<file path="src/rtl/vsynth_voice_pkg.sv">
// rtl/vsynth_voice_pkg.sv - shared types and constants for the wavetable voice engine
package vsynth_voice_pkg;
    localparam int SAMPLE_W = 8;
    localparam int NOTE_W   = 7;
    localparam int STEP_W   = 16;

    typedef struct packed {
        logic [NOTE_W-1:0] note;
        logic [6:0]        prog;
        logic              gate;
    } voice_cfg_t;

    typedef enum logic [1:0] {
        ST_IDLE,
        ST_ISSUE,
        ST_DRAIN,
        ST_DONE
    } state_e;
endpackage

</file>
<file path="src/rtl/sample_rom.sv">
// rtl/sample_rom.sv - program/phase to 8-bit sample, one-cycle registered read
module sample_rom
    import vsynth_voice_pkg::*;
#(
    parameter int PHASE_W = 7
) (
    input  logic                clk_i,
    input  logic                ce_i,
    input  logic [6:0]          a1_i,
    input  logic [PHASE_W-1:0]  a2_i,
    output logic [SAMPLE_W-1:0] data_o
);
    logic [SAMPLE_W-1:0] data_q;

    always_ff @(posedge clk_i) begin
        if (ce_i) data_q <= SAMPLE_W'({a2_i, 1'b0}) + SAMPLE_W'(a1_i);
    end

    assign data_o = data_q;
endmodule

</file>
<file path="src/rtl/step_size_rom.sv">
// rtl/step_size_rom.sv - note number to phase step, one-cycle registered read
module step_size_rom
    import vsynth_voice_pkg::*;
(
    input  logic              clk_i,
    input  logic              ce_i,
    input  logic [NOTE_W-1:0] addr_i,
    output logic [STEP_W-1:0] data_o
);
    logic [STEP_W-1:0] data_q;

    always_ff @(posedge clk_i) begin
        if (ce_i) data_q <= {addr_i, 9'd0} | {9'd0, addr_i};
    end

    assign data_o = data_q;
endmodule

</file>
<file path="src/rtl/voice_pipe.sv">
// rtl/voice_pipe.sv - per-voice phase accumulators and ROM pipeline
// Optional: PHASE_RESET_ON_GATE_EN zeroes a voice's accumulator on a 0->1 gate change.
module voice_pipe
    import vsynth_voice_pkg::*;
#(
    parameter int VOICES  = 8,
    parameter int ACC_W   = 23,
    parameter int PHASE_W = 7,
    parameter int VI_W    = $clog2(VOICES)
) (
    input  logic                      clk_i,
    input  logic                      rst_n_i,
    input  logic                      issue_valid_i,
    input  logic [VI_W-1:0]           issue_idx_i,
    input  voice_cfg_t [VOICES-1:0]   cfg_i,
    output logic                      voice_valid_o,
    output logic [VI_W-1:0]           voice_idx_o,
    output logic [PHASE_W-1:0]        voice_phase_o,
    output logic [SAMPLE_W-1:0]       voice_sample_o
);
    logic [ACC_W-1:0]    acc_q [VOICES];
    logic [STEP_W-1:0]   step;
    logic [SAMPLE_W-1:0] rom_data;
    logic                s2_valid_q, s3_valid_q, s3_gate_q;
    logic [VI_W-1:0]     s2_idx_q, s3_idx_q;
    logic [PHASE_W-1:0]  s3_phase_q;
    logic [ACC_W-1:0]    acc_base, acc_new;
    voice_cfg_t          s2_cfg;
`ifdef PHASE_RESET_ON_GATE_EN
    logic [VOICES-1:0]   gate_prev_q;
`endif

    assign s2_cfg = cfg_i[s2_idx_q];

    step_size_rom u_step_rom (
        .clk_i  (clk_i),
        .ce_i   (1'b1),
        .addr_i (cfg_i[issue_idx_i].note),
        .data_o (step)
    );

    always_comb begin
        acc_base = acc_q[s2_idx_q];
`ifdef PHASE_RESET_ON_GATE_EN
        if (s2_cfg.gate && !gate_prev_q[s2_idx_q]) acc_base = '0;
`endif
        acc_new = s2_cfg.gate ? acc_base + ACC_W'(step) : acc_base;
    end

    // Gated-off voices still fetch so the pipeline timing is voice-independent.
    sample_rom #(.PHASE_W(PHASE_W)) u_sample_rom (
        .clk_i  (clk_i),
        .ce_i   (1'b1),
        .a1_i   (s2_cfg.prog),
        .a2_i   (acc_new[ACC_W-1 -: PHASE_W]),
        .data_o (rom_data)
    );

    always_ff @(posedge clk_i or negedge rst_n_i) begin
        if (!rst_n_i) begin
            for (int i = 0; i < VOICES; i++) acc_q[i] <= '0;
`ifdef PHASE_RESET_ON_GATE_EN
            gate_prev_q <= '0;
`endif
            s2_valid_q <= 1'b0;
            s2_idx_q   <= '0;
            s3_valid_q <= 1'b0;
            s3_idx_q   <= '0;
            s3_phase_q <= '0;
            s3_gate_q  <= 1'b0;
        end else begin
            s2_valid_q <= issue_valid_i;
            s2_idx_q   <= issue_idx_i;
            s3_valid_q <= s2_valid_q;
            if (s2_valid_q) begin
                acc_q[s2_idx_q] <= acc_new;
`ifdef PHASE_RESET_ON_GATE_EN
                gate_prev_q[s2_idx_q] <= s2_cfg.gate;
`endif
                s3_idx_q   <= s2_idx_q;
                s3_phase_q <= acc_new[ACC_W-1 -: PHASE_W];
                s3_gate_q  <= s2_cfg.gate;
            end
        end
    end

    assign voice_valid_o  = s3_valid_q;
    assign voice_idx_o    = s3_idx_q;
    assign voice_phase_o  = s3_phase_q;
    assign voice_sample_o = (s3_valid_q && s3_gate_q) ? rom_data : '0;
endmodule

</file>
<file path="src/rtl/wavetable_voice_engine.sv">
// rtl/wavetable_voice_engine.sv - time-multiplexed N-voice wavetable oscillator with frame mix
// Optional: PHASE_RESET_ON_GATE_EN (handled in voice_pipe).
module wavetable_voice_engine
    import vsynth_voice_pkg::*;
#(
    parameter int VOICES  = 8,
    parameter int ACC_W   = 23,
    parameter int PHASE_W = 7,
    parameter int VI_W    = $clog2(VOICES)
) (
    input  logic                     clk_i,
    input  logic                     rst_n_i,
    input  logic                     tick_i,
    input  logic                     cfg_we_i,
    input  logic [VI_W-1:0]          cfg_voice_i,
    input  logic [NOTE_W-1:0]        cfg_note_i,
    input  logic [6:0]               cfg_prog_i,
    input  logic                     cfg_gate_i,
    input  logic                     ovr_clr_i,
    output logic                     busy_o,
    output logic                     voice_valid_o,
    output logic [VI_W-1:0]          voice_idx_o,
    output logic [PHASE_W-1:0]       voice_phase_o,
    output logic [SAMPLE_W-1:0]      voice_sample_o,
    output logic [SAMPLE_W+VI_W-1:0] mix_out_o,
    output logic                     mix_valid_o,
    output logic                     overrun_o
);
    localparam int MIX_W = SAMPLE_W + VI_W;

    voice_cfg_t [VOICES-1:0] live_q, live_d, shadow_q;
    state_e                  state_q;
    logic [VI_W-1:0]         v_q;
    logic                    drain_q, overrun_q, accept;
    logic [MIX_W-1:0]        mix_acc_q, mix_out_q, mix_sum;

    assign accept  = (state_q == ST_IDLE) && tick_i;
    assign mix_sum = mix_acc_q + MIX_W'(voice_sample_o);

    // Same-cycle write and tick must reach the snapshot, so shadows load from live_d.
    always_comb begin
        live_d = live_q;
        if (cfg_we_i) live_d[cfg_voice_i] = {cfg_note_i, cfg_prog_i, cfg_gate_i};
    end

    always_ff @(posedge clk_i or negedge rst_n_i) begin
        if (!rst_n_i) begin
            live_q    <= '0;
            shadow_q  <= '0;
            state_q   <= ST_IDLE;
            v_q       <= '0;
            drain_q   <= 1'b0;
            mix_acc_q <= '0;
            mix_out_q <= '0;
            overrun_q <= 1'b0;
        end else begin
            live_q <= live_d;
            if (accept) shadow_q <= live_d;

            if (tick_i && state_q != ST_IDLE) overrun_q <= 1'b1;
            else if (ovr_clr_i)               overrun_q <= 1'b0;

            if (accept)             mix_acc_q <= '0;
            else if (voice_valid_o) mix_acc_q <= mix_sum;

            case (state_q)
                ST_IDLE: begin
                    if (tick_i) begin
                        state_q <= ST_ISSUE;
                        v_q     <= '0;
                    end
                end
                ST_ISSUE: begin
                    if (v_q == VI_W'(VOICES - 1)) begin
                        state_q <= ST_DRAIN;
                        drain_q <= 1'b0;
                    end else begin
                        v_q <= v_q + VI_W'(1);
                    end
                end
                ST_DRAIN: begin
                    drain_q <= 1'b1;
                    if (drain_q) begin
                        state_q   <= ST_DONE;
                        mix_out_q <= mix_sum;
                    end
                end
                default: state_q <= ST_IDLE;
            endcase
        end
    end

    voice_pipe #(
        .VOICES  (VOICES),
        .ACC_W   (ACC_W),
        .PHASE_W (PHASE_W),
        .VI_W    (VI_W)
    ) u_voice_pipe (
        .clk_i          (clk_i),
        .rst_n_i        (rst_n_i),
        .issue_valid_i  (state_q == ST_ISSUE),
        .issue_idx_i    (v_q),
        .cfg_i          (shadow_q),
        .voice_valid_o  (voice_valid_o),
        .voice_idx_o    (voice_idx_o),
        .voice_phase_o  (voice_phase_o),
        .voice_sample_o (voice_sample_o)
    );

    assign busy_o      = (state_q != ST_IDLE);
    assign mix_valid_o = (state_q == ST_DONE);
    assign mix_out_o   = mix_out_q;
    assign overrun_o   = overrun_q;
endmodule

</file>
<file path="config.mk">
export PLATFORM = sky130hd
export DESIGN_NAME = wavetable_voice_engine
export DESIGN_NICKNAME = d
export VERILOG_FILES = /design/src/rtl/vsynth_voice_pkg.sv /design/src/rtl/sample_rom.sv /design/src/rtl/step_size_rom.sv /design/src/rtl/voice_pipe.sv /design/src/rtl/wavetable_voice_engine.sv
export SDC_FILE = /design/constraint.sdc
export NUM_CORES = 1
export LEC_CHECK = 0
export CAP_MARGIN = 30
export CELL_PAD_IN_SITES_DETAIL_PLACEMENT = 1
export CELL_PAD_IN_SITES_GLOBAL_PLACEMENT = 1
export CORE_AREA = 2 2 204 206
export CTS_CLUSTER_SIZE = 14
export DETAILED_ROUTE_END_ITERATION = 7
export DIE_AREA = 0 0 206 208
export HOLD_SLACK_MARGIN = 0.05
export PLACE_DENSITY = 0.94
export SLEW_MARGIN = 20
export SYNTH_ARGS = -nofsm -noshare
export SYNTH_HDL_FRONTEND = slang
export SYNTH_SLANG_ARGS = --single-unit
</file>
<file path="constraint.sdc">
create_clock -name clk_i -period 10.65 [get_ports clk_i]
set_input_delay 2.13 -clock clk_i [delete_from_list [all_inputs] [get_ports clk_i]]
set_output_delay 2.13 -clock clk_i [all_outputs]
set_load 0.1 [all_outputs]
</file>
## After elaboration in Yosys (flattened, before gate mapping)

Cells that the tools add are included.

- Bits in registers: 493
- Input bits: 23
- Output and inout bits: 33
- Word-level logic and storage cells: 134

- Add/sub/neg operators: 4
- Order comparisons: 6
- Eq/ne operators: 8
- Muxes and demuxes: 29
- Bitwise operators: 2
- Reductions and logical operators: 15

Operator list:

| cell | count |
|---|---|
| $bwmux W184 | 1 |
| $bwmux W120 | 1 |
| $mux W120 | 1 |
| $mux W23 | 4 |
| $bmux W15 S3 | 2 |
| $bmux W23 S3 | 1 |
| $demux W23 S3 | 1 |
| $demux W15 S3 | 1 |
| $mux W15 | 2 |
| $add A23 B16 Y23 | 1 |
| $mux W11 | 2 |
| $mux W8 | 2 |
| $or A16 B7 Y16 | 1 |
| $lt A3 B4 Y1 const B | 3 |
| $add A11 B8 Y11 | 1 |
| $reduce_bool A2 Y1 | 5 |
| $add A8 B7 Y8 | 1 |
| $ne A2 B2 Y1 const B | 4 |
| $mux W2 | 3 |
| $mux W3 | 2 |
| $pmux W2 S3 | 1 |
| $pmux W3 S2 | 1 |
| $reduce_and A3 Y1 | 2 |
| $logic_and A1 B1 Y1 | 5 |
| 12 further kinds | 16 |

## Depth between registers and ports, before layout

- Word-level depth: 7
- Mapped depth: 23
- Depth with buffers taken out: 19

## By module

Synthesis repeated with hierarchy kept, for this count alone.

- Cells, all modules: 1977
- Area, all modules: 22322.7 µm²

By module, submodules not included:

| module | instances | cells each | area an instance (µm²) | sequential area each (µm²) |
|---|---|---|---|---|
| wavetable_voice_engine | 1 | 947 | 10866.7 | 6731.5 |
| voice_pipe | 1 | 967 | 10635.2 | 5004.8 |
| sample_rom | 1 | 46 | 539.3 | 240.2 |
| step_size_rom | 1 | 17 | 281.5 | 210.2 |

## Worst setup path after synthesis

No wires, ideal clock.

- Path type: register -> register
- Start: reg u_voice_pipe.s2_idx_q[0]
- End: reg u_voice_pipe.u_sample_rom.data_q[7] (netlist: u_voice_pipe.u_sample_rom.data_o[7])
- Library setup time: 0.138 ns
- Arrival time: 4.768 ns
- Data required time: 10.512 ns
- Path slack: 5.743 ns
- Stages on the path, launching flop included: 23
- Path buffers: 3
- Clock period less this slack: 4.907 ns
- Path through: dfrtp_1 buf_2 buf_2 buf_2 mux4_2 mux2_2 ha_1 fa_1 a21o_1 nand2_1 a31oi_1 a31o_4 a311o_1 nand3_2 inv_2 ha_1 fa_1 a21oi_1 nor2b_1 o21ai_0 nand2b_1 a21oi_1 xor2_1

- Longest elaborated chain between the ends: 7
- Elaborated cells on any way between the ends: 9
- Classes of those cells: 2 x add/sub; 6 x mux; 1 x bitwise

RTL lines:

| item | RTL line | RTL |
|---|---|---|
| start: declaration | voice_pipe.sv:25 | `logic [VI_W-1:0] s2_idx_q, s3_idx_q;` |
| start signal: assignment | voice_pipe.sv:73 | `s2_idx_q <= issue_idx_i;` |
| $not A3 Y4 (implied by the code) | voice_pipe.sv:43 | `acc_base = acc_q[s2_idx_q];` |
| $bmux W23 S3 | voice_pipe.sv:43 |  |
| $mux W23 (implied by the code) (2 in a row) | voice_pipe.sv:43 |  |
| $add A23 B16 Y23 | voice_pipe.sv:47 | `acc_new = s2_cfg.gate ? acc_base + ACC_W'(step) : acc_base;` |
| $mux W23 * | voice_pipe.sv:47 |  |
| named net u_voice_pipe.acc_new[16] | voice_pipe.sv:27 | `logic [ACC_W-1:0] acc_base, acc_new;` |
| $add A8 B7 Y8 * | sample_rom.sv:16 | `if (ce_i) data_q <= SAMPLE_W'({a2_i, 1'b0}) + SAMPLE_W'(a1_i);` |
| end signal: assignment | sample_rom.sv:16 |  |
| end: declaration | sample_rom.sv:13 | `logic [SAMPLE_W-1:0] data_q;` |

Mark *: on every way through the listed nets, which the timed path passes. The rest lies on a longest branch. The select of a mux whose other input is x is not followed.
A chain may end at the register's enable or synchronous reset.

## Worst setup path after layout

Same ends and word-level chain as after synthesis.

==> impl_metrics.ini <==
[global_route]
global_route.usage.total = 0.361
grt_antenna_before_repair = 3
grt_pass1_vias = 19100
pin_count_of_the_biggest_net_entering_global_routing = 202
grt_first_pass_wirelength_mm = 116
global_route.overflow_total = 0

[yosys]
synth_largest_type_area_fraction = 0.539
synth_seq_cells = 484
postSynth.asyncResetShare = 0.969
syn_area_per_cell_um2 = 11.2
synth-edff-count = 0
synth_ff_type = sky130_fd_sc_hd__dfrtp_1
mappedNetlistNets = 2009
synth_sequential_area_ratio = 0.553
synth_cell_type_count = 62
post_synth_main_area_contributors = sky130_fd_sc_hd__dfrtp_1 54%, sky130_fd_sc_hd__nand2_1 9.9%, sky130_fd_sc_hd__mux2_2 8.5%
synth_top_area_cell = sky130_fd_sc_hd__dfrtp_1
postSynthCellCount = 1948
synthesis.yosys.warnings = 0
synth.cell_area_um2 = 21800

[die]
die_extent_in_y_um = 208
initial_utilization = 0.537
fp-row-count = 74
core-area_um2 = 40600
die_area_um2 = 42800
io_pins = 56
die_width_um = 206

[clocking]
clock_insertion_delay_worst_skew_ps = 620
h-tree-depth = 2
cts_tree = yes
cts.clk_slew.worst_paths_ps = 70
post_cts_sizing = 0
post_cts_hold_buffer_count = 0
clock-root-buffer = sky130_fd_sc_hd__clkbuf_16
cts-buffers-inserted = 48
cts.sink_count = 484
clk_path_buf_depth = 3
cts_post_setup_buffers_inserted = 0

[worst_hold_path]
hold_path_class = register to register

[setup_path]
setup.worst_path.class = register to register
cp.required_ps = 11170
critPathCaptureType = register
worstPathArrival_ps = 7060
worst-path-max-fanout = 32
highest_cell_delay_on_the_worst_timing_path_ps = 770
critical_path.startpoint_type = register
cells_along_the_critical_path = buf_4, buf_16, mux4_2, mux2_2, ha_1, nand2_1, o21ai_0, o21ai_0, o211ai_1, nand3_1, xor2_1, inv_1, fa_1, a21oi_1, nor2b_1, o21ai_0, nand2b_1, a21oi_1, xor2_1
crit_buf_inv = 3
critical_path.slowest_cell = sky130_fd_sc_hd__xor2_1
critPathMostFrequentCell = sky130_fd_sc_hd__o21ai_0
worst_path_dominant_cell_family = compound AO/OA/AOI/OAI gates

[drt]
drtIter0Drc = 1871
routed_wire_length_per_instance_um = 31.7
drc_errors = 0
ant_nets = 0
vias_per_cell = 6.76
routed_wirelength_mm = 80.4
first_pass_iters = 5
total_number_of_vias = 17200

[placement]
dp.final_hpwl_mm = 41.8
gpl.final_weighted_congestion = 0.821
io_buffers = 55

[sta]
finalHoldViolCount = 0
final.hold.worst_slack_ps = 479
timing.final.crit_share = 0.614
fmax_achieved_mhz = 153
worst_case_headroom_to_the_max_slew_limit = 0.276
timing.clock.skew_ps = 42.6
setup-violations-final = 0
setup-tns-final_ps = 0
tightest_slew_ps = 1080
setup_repair_after_global_routing_missed_its_margin = no
fin_crit_ps = 6540
timing_max_transition_violations_final = 0

[power]
max-vdd-ir-drop_mv = 0.230
power_uw = 7540
cellPowerDensity_nw_per_um2 = 305
power_leakage_uw = 0.0114

[run_status]
run_status = complete, no violations

[flow_run]
cap_viol_max_count = 0

[layout]
design.final.nets = 2029
final.fill_count = 4055
syn_to_final_growth_pct = 13.3
drive_above_1_share = 0.194
worst paths after layout:
path / from / endpoint / slack, ps / cells past startpoint
setup / recovery: u_voice_pipe.s2_idx_q[0]$_DFF_PN0_ / u_voice_pipe.u_sample_rom.data_o[7]$_DFF_P_ / 4110 / 19
max in group asynchronous: rst_n_i / live_q[28]$_DFF_PN0_ / 7460 / 3
setup reg to reg: u_voice_pipe.s2_idx_q[0]$_DFF_PN0_ / u_voice_pipe.u_sample_rom.data_o[7]$_DFF_P_ / 4110 / 19
hold / removal: shadow_q[99]$_DFFE_PN0P_ / shadow_q[99]$_DFFE_PN0P_ / 480 / 2
hold reg to reg: shadow_q[99]$_DFFE_PN0P_ / shadow_q[99]$_DFFE_PN0P_ / 480 / 2
min in group asynchronous: rst_n_i / u_voice_pipe.acc_q[105]$_DFFE_PN0P_ / 1620 / 1
state kept, by name (all words and copies together) (netlist names), 2 cells and up:
| name | cells |
|---|---|
| v_q | 3 |
| u_voice_pipe.u_sample_rom.data_o | 8 |
| u_voice_pipe.voice_phase_o | 7 |
| u_voice_pipe.acc_q | 184 |
| mix_out_o | 11 |
| u_voice_pipe.voice_idx_o | 3 |
| u_voice_pipe.s2_idx_q | 3 |
| u_voice_pipe.u_step_rom.data_o | 7 |
| mix_acc_q | 11 |
| shadow_q | 120 |
| live_q | 120 |
| state_q | 2 |
stage by stage:
stage          setup slack [ps]  cell area (um^2)   util  std cells
6_report                   4110             24700  0.608       2538
5_1_grt                    3850             24700  0.608       2538
3_3_place_gp               4850             22800  0.561       2440
2_1_floorplan              5740             21800      -       1948
3_5_place_dp               4410             22900  0.564       2445
4_1_cts                    4100             24600  0.606       2532
cell families after synthesis:
logic type / Yosys count / synth area share
mux: 275 / 0.181
flops: 484 / 0.553
buf+inv: 148 / 0.0281
fa+ha+maj: 38 / 0.0229
simple gates: 699 / 0.131
compound gates: 274 / 0.0717
xor+xnor: 30 / 0.0121
power breakdown:
part / switching (uW) / total, uW / internal (uW)
sequential: 459 / 2810 / 2350
clock: 802 / 1870 / 1070
combinational: 1890 / 2860 / 964
layout by cell type (no fill, tap or decap), drive strengths merged, types with 5 or more instances in the layout:
| master | synthesis | routed |
|---|---|---|
| clkinv | 0 | 10 |
| xnor2 | 19 | 19 |
| a22o | 6 | 6 |
| nor2b | 6 | 6 |
| and2 | 7 | 7 |
| mux4 | 76 | 76 |
| clkdlybuf4s50 | 0 | 54 |
| nand2 | 576 | 576 |
| xor2 | 11 | 11 |
| dfxtp | 15 | 15 |
| ha | 35 | 35 |
| a21oi | 30 | 30 |
| clkbuf | 92 | 69 |
| a22oi | 8 | 8 |
| nand4 | 7 | 7 |
| mux2i | 31 | 31 |
| a211oi | 6 | 6 |
| dfrtp | 469 | 469 |
| nor2 | 40 | 40 |
| a31oi | 6 | 6 |
| and3 | 11 | 11 |
| bufinv | 0 | 5 |
| nor3 | 17 | 17 |
| buf | 29 | 37 |
| nand3 | 15 | 15 |
| mux2 | 168 | 168 |
| nor3b | 10 | 10 |
| o21ai | 193 | 193 |
| inv | 27 | 27 |
cells in the mapped netlist (3+ instances only):
cell                       number
sky130_fd_sc_hd__nand2_1      576
sky130_fd_sc_hd__dfrtp_1      469
sky130_fd_sc_hd__o21ai_0      177
sky130_fd_sc_hd__mux2_2       165
sky130_fd_sc_hd__clkbuf_1      92
sky130_fd_sc_hd__mux4_2        71
sky130_fd_sc_hd__nor2_1        40
sky130_fd_sc_hd__ha_1          35
sky130_fd_sc_hd__a21oi_1       30
sky130_fd_sc_hd__mux2i_1       30
sky130_fd_sc_hd__inv_1         24
sky130_fd_sc_hd__xnor2_1       19
sky130_fd_sc_hd__nor3_1        16
sky130_fd_sc_hd__o21ai_1       16
sky130_fd_sc_hd__dfxtp_1       15
sky130_fd_sc_hd__buf_1         14
sky130_fd_sc_hd__nand3_1       13
sky130_fd_sc_hd__buf_2         11
sky130_fd_sc_hd__xor2_1        11
sky130_fd_sc_hd__nor3b_1       10
sky130_fd_sc_hd__and3_1         9
sky130_fd_sc_hd__a22oi_1        8
sky130_fd_sc_hd__nand4_1        7
sky130_fd_sc_hd__a22o_1         6
sky130_fd_sc_hd__and2_1         6
sky130_fd_sc_hd__nor2b_1        6
sky130_fd_sc_hd__a211oi_1       5
sky130_fd_sc_hd__mux4_1         5
sky130_fd_sc_hd__a21o_1         4
sky130_fd_sc_hd__a31oi_1        4
sky130_fd_sc_hd__o211ai_1       4
sky130_fd_sc_hd__a311o_1        3
sky130_fd_sc_hd__fa_1           3
sky130_fd_sc_hd__inv_2          3
sky130_fd_sc_hd__mux2_4         3
sky130_fd_sc_hd__nand4b_1       3
routing by layer:
| metal | up-vias | GRT usage | wire [um] |
|---|---|---|---|
| met2 | 1145 | 0.620 | 40500 |
| met5 | - | 0 | 13 |
| met4 | 2 | 0.209 | 6270 |
| met3 | 470 | 0.0808 | 6390 |
| met1 | 8846 | 0.412 | 27200 |
| li1 | 6690 | - | - |
tightest hold or removal path, cell delays in order (launching register included):
cell,delay [ps]
sky130_fd_sc_hd__dfrtp_1,340
sky130_fd_sc_hd__nand2_1,50
sky130_fd_sc_hd__nand2_1,60
layout make-up:
class,count,area [um^2],area share
clock inverter,18,259,0.0105
tap,532,666,0.0270
clock buffer,69,1440,0.0584
inverter,27,101,0.00411
timing repair buffer,91,982,0.0398
sequential,484,12000,0.488
antenna,1,2.50,0.000101
multi-input combinational,1316,9180,0.372
(Power assumes the default switching activity.)
==> edit 1 (same flow settings) <==
Encoding of `state_e`: now one-hot (4 bits for 4 states).
--- a/src/rtl/vsynth_voice_pkg.sv
+++ b/src/rtl/vsynth_voice_pkg.sv
@@ -10,11 +10,11 @@
         logic              gate;
     } voice_cfg_t;
 
-    typedef enum logic [1:0] {
-        ST_IDLE,
-        ST_ISSUE,
-        ST_DRAIN,
-        ST_DONE
+    typedef enum logic [3:0] {
+        ST_IDLE  = 4'b0001,
+        ST_ISSUE = 4'b0010,
+        ST_DRAIN = 4'b0100,
+        ST_DONE  = 4'b1000
     } state_e;
 endpackage
 
Behaviour: same outputs for any inputs over 4 cycles, from zero or initial values and one cycle with rst_n_i low; so few cycles prove little.
==> edit 1 against the unedited design <==
Sequential cell count grew 2; synthesized area grew 0.80%; via count shrank 5.3%; cell count shrank 2.5%; combinational power shrank 9.1%; worst setup slack lost 980 ps; clock skew shrank 18 ps; power shrank 3.5%; largest cell class unchanged; cell area grew 0.85%; core utilization grew 0.52 points; first-iteration DRC count shrank 23%; routed wire length shrank 7.4%; critical endpoint unchanged; global-route usage shrank 1.0 points.
==> edit 1: results (changes against the unedited design) <==
status - completed
DP Wirelength - 41600 um (-0.39%)
initial DRC count - 1440 (-23%)
post-synthesis async set-or-reset flop share - 96.9% (about the same)
layout cells sized above 1 - 22.8% (+3.4 points)
Core Util, Final - 61.4% (+0.52 points)
sequential share of cell area - 48.6% (-0.21 points)
Synth Area in Compound Gates - 7.60% (+0.43 points)
count of multi-input gates - 1249 (-5.1%)
FF+latch count - 486 (+0.41%)
Non-clk bufs - 92 (+1.1%)
vias in the first global route - 18500 (-2.8%)
dpl cell area - 23000 um^2 (+0.69%)
largest net degree at the start of global routing - 96 (-52%)
Sw Ratio - 39.4% (-2.4 points)
final-layout clock buffer total - 83 (+20%)
P_sw - 2.87 mW (-9.1%)
Avg Inst Size Synth - 11.8 um^2 (+5.3%)
first-pass GRT wire length - 113000 um (-2.7%)
DR WL met3 - 4700 um (-27%)
Avg WL per Cell - 30.1 um (-5.0%)
Slowest cell on crit path - buf_4
fin cells - 2474 (-2.5%)
Diodes inserted - 0 (-1)
Seq pwr share - 38.3% (+1.0 points)
clock skew - 25.0 ps (-17.6 ps)
sequential cell area fraction in the yosys report - 55.1% (-0.21 points)
Clock power frac - 25.9% (+1.1 points)
CP top delay family - buffers and inverters
XOR/XNOR share of the synthesized area - 1.28% (+0.070 points)
edit 1: cell count changes in the layout (fill, tap and decap cells not counted), sizes merged, moves of 12 or more:
cell,delta
a21oi,+12
and3,+16
clkbuf,+16
mux2,+44
mux2i,+12
nand2,-348
nor2,+209
nor3,+12
o21ai,-48
o31ai,+26
edit 1: path summary, 6_finish.rpt:
| path | slack, ps | cells past startpoint | end | from |
|---|---|---|---|---|
| hold / removal | 480 | 2 | u_voice_pipe.acc_q[117] | u_voice_pipe.acc_q[117] |
| min in group asynchronous | 1560 | 1 | u_voice_pipe.acc_q[99] | rst_n_i |
| setup reg to reg | 3130 | 21 | u_voice_pipe.u_sample_rom.data_o[7] | u_voice_pipe.s2_idx_q[0] |
| setup / recovery | 3130 | 21 | u_voice_pipe.u_sample_rom.data_o[7] | u_voice_pipe.s2_idx_q[0] |
| hold reg to reg | 480 | 2 | u_voice_pipe.acc_q[117] | u_voice_pipe.acc_q[117] |
| max in group asynchronous | 7150 | 4 | shadow_q[14] | rst_n_i |
==> edit 2 (same settings) <==
Made on the original files. Build with the macro `PHASE_RESET_ON_GATE_EN` defined.
--- a/src/rtl/voice_pipe.sv
+++ b/src/rtl/voice_pipe.sv
@@ -1,5 +1,7 @@
 // rtl/voice_pipe.sv - per-voice phase accumulators and ROM pipeline
 // Optional: PHASE_RESET_ON_GATE_EN zeroes a voice's accumulator on a 0->1 gate change.
+`define PHASE_RESET_ON_GATE_EN
+
 module voice_pipe
     import vsynth_voice_pkg::*;
 #(
Formal check against the unedited RTL: no difference found for any inputs over 4 cycles, from zero or initial values and one cycle with rst_n_i low; that may be too few to reach the edited logic, so the function may still have changed.
==> edit 2 against the unedited design <==
Sequential cell count up 8; synthesized area rose by 1.9%; clock skew fell by 1.9 ps; core utilization increased by 1.4 points; first-iteration DRC count decreased by 7.4%; cell area is 2.2% higher; power increased by 14%; via count down 3.6%; routed wire length shrank 3.0%; worst setup slack worse by 890 ps.
==> edit 2: results (changes against the unedited design) <==
fillers - 3867 (-4.6%)
crit path DAT - 7980 ps (+920 ps)
largest net degree at the start of global routing - 142 (-30%)
DP Wirelength - 40900 um (-2.1%)
fin crit period - 7420 ps (+885 ps)
Max VDD drop - 0.158 mV (-31%)
CTS buffer count - 51 (+6.3%)
Worst-Margin Slew - 1010 ps (-69.8 ps)
Worst Reg-to-Reg Cells - 24 (+5)
Seq. pwr - 3.06 mW (+8.9%)
P_sw - 3.74 mW (+19%)
Max stage delay on crit path - 920 ps (+150 ps)
RD Place Congestion - 0.840 (+2.3%)
Post-Route WL - 78000 um (-3.0%)
synth top area cells - dfrtp_1 54%, mux2_2 14%, mux4_2 7.7%
Slowest cell on crit path - dfrtp_2
leakage - 11.0 nW (-4.3%)
Worst-Skew Late Latency - 650 ps (+30 ps)
status - completed
syn nets - 1834 (-8.7%)
dpl cell area - 23400 um^2 (+2.3%)
post-synthesis async set-or-reset flop share - 97.0% (about the same)
routed vias - 16500 (-3.6%)
clock skew - 40.7 ps (-1.90 ps)
worst hold stages - 2 (unchanged)
Clock Pin Slew Worst Setup and Hold Paths - 70 ps (about the same)
first-pass GRT wire length - 120000 um (+2.9%)
Avg WL per Cell - 32.7 um (+3.1%)
sequential cell area fraction in the yosys report - 55.2% (-0.12 points)
layout cells sized above 1 - 27.1% (+7.8 points)
top cells by count, synth - 477 x dfrtp_1, 266 x mux2_2, 210 x nand2_1
combinational power share - 42.2% (+4.3 points)
placed cells - 2286 (-6.5%)
initial DRC count - 1733 (-7.4%)
GRT Total Usage - 37.6% (+1.5 points)
Netlist cell types - 71 (+15%)
CP Max Fanout - 40 (+25%)
## edit 2: cell count changes after synthesis, sizes merged, moves of 7 or more
cell	delta
nand2	-366
mux2i	+8
dfrtp	+8
o31ai	+10
clkbuf	-13
a21oi	+21
nor2	+42
mux2	+98
nor3	+8
nor3b	-7
o21ai	-10
a22oi	-7
## edit 2: kinds of logic after synthesis
| logic type | count (synthesis) | share of synthesized area, % |
|---|---|---|
| flops | 492 | 55.2 |
| simple gates | 392 | 7.72 |
| mux | 381 | 23.1 |
| compound gates | 309 | 8.19 |
| buf+inv | 137 | 2.48 |
| fa+ha+maj | 37 | 2.19 |
| xor+xnor | 26 | 1.16 |
## edit 2: area by class of cell
cell class / count / area, um^2 / share of cell area, %
flip-flops and latches: 492 / 12200 / 48.5
multi-input cells: 1145 / 9450 / 37.5
clock buffers: 65 / 1410 / 5.59
repair buffers: 92 / 990 / 3.92
well taps: 532 / 666 / 2.64
clock inverters: 30 / 349 / 1.38
inverters: 30 / 113 / 0.446
diodes: 1 / 2.50 / 0.00992
## edit 2: routing by layer
metal | global-route usage [%] | vias up | part of all wire, %
met5 | 0 | - | 0.035
met4 | 22.9 | 4 | 7.0
met3 | 9.21 | 397 | 8.3
met2 | 61.0 | 1128 | 49
met1 | 45.1 | 8579 | 36
li1 | - | 6419 | -
## edit 2: path summary, 6_finish.rpt
kind,to,slack (ps),startpoint
min reg2reg,u_voice_pipe.acc_q[169],490,u_voice_pipe.acc_q[169]
max reg2reg,u_voice_pipe.u_sample_rom.data_o[7],3230,u_voice_pipe.s2_idx_q[2]
min in group asynchronous,shadow_q[118],1370,rst_n_i
max,u_voice_pipe.u_sample_rom.data_o[7],3230,u_voice_pipe.s2_idx_q[2]
max in group asynchronous,u_voice_pipe.acc_q[82],7550,rst_n_i
min,u_voice_pipe.acc_q[169],490,u_voice_pipe.acc_q[169]
## edit 2: worst register-to-register path: stages (launching register included)
cell	delay (ps)
dfrtp_2	920
buf_4	680
mux2i_1	440
a22oi_1	240
a31oi_4	240
buf_4	430
nor2_1	140
ha_1	280
fa_1	490
a211oi_1	400
o21bai_1	210
and3b_1	230
and4b_2	270
o21ai_1	260
xnor2_2	290
inv_1	120
ha_1	240
inv_1	70
fa_1	230
inv_1	90
a21oi_1	280
o21bai_1	150
a21o_1	220
a21oi_1	230
xor2_1	200
## edit 2: stage by stage
| step | total power [mW] | utilization, % | hold WS [ps] |
|---|---|---|---|
| detailed placement | 6.25 | 57.7 | 470 |
| CTS | 8.47 | 62.0 | 489 |
| finish | 8.61 | 62.2 | 486 |
| floorplan | 5.18 | - | 352 |
| global route | 8.89 | 62.2 | 511 |
| global placement | 5.86 | 57.2 | 455 |
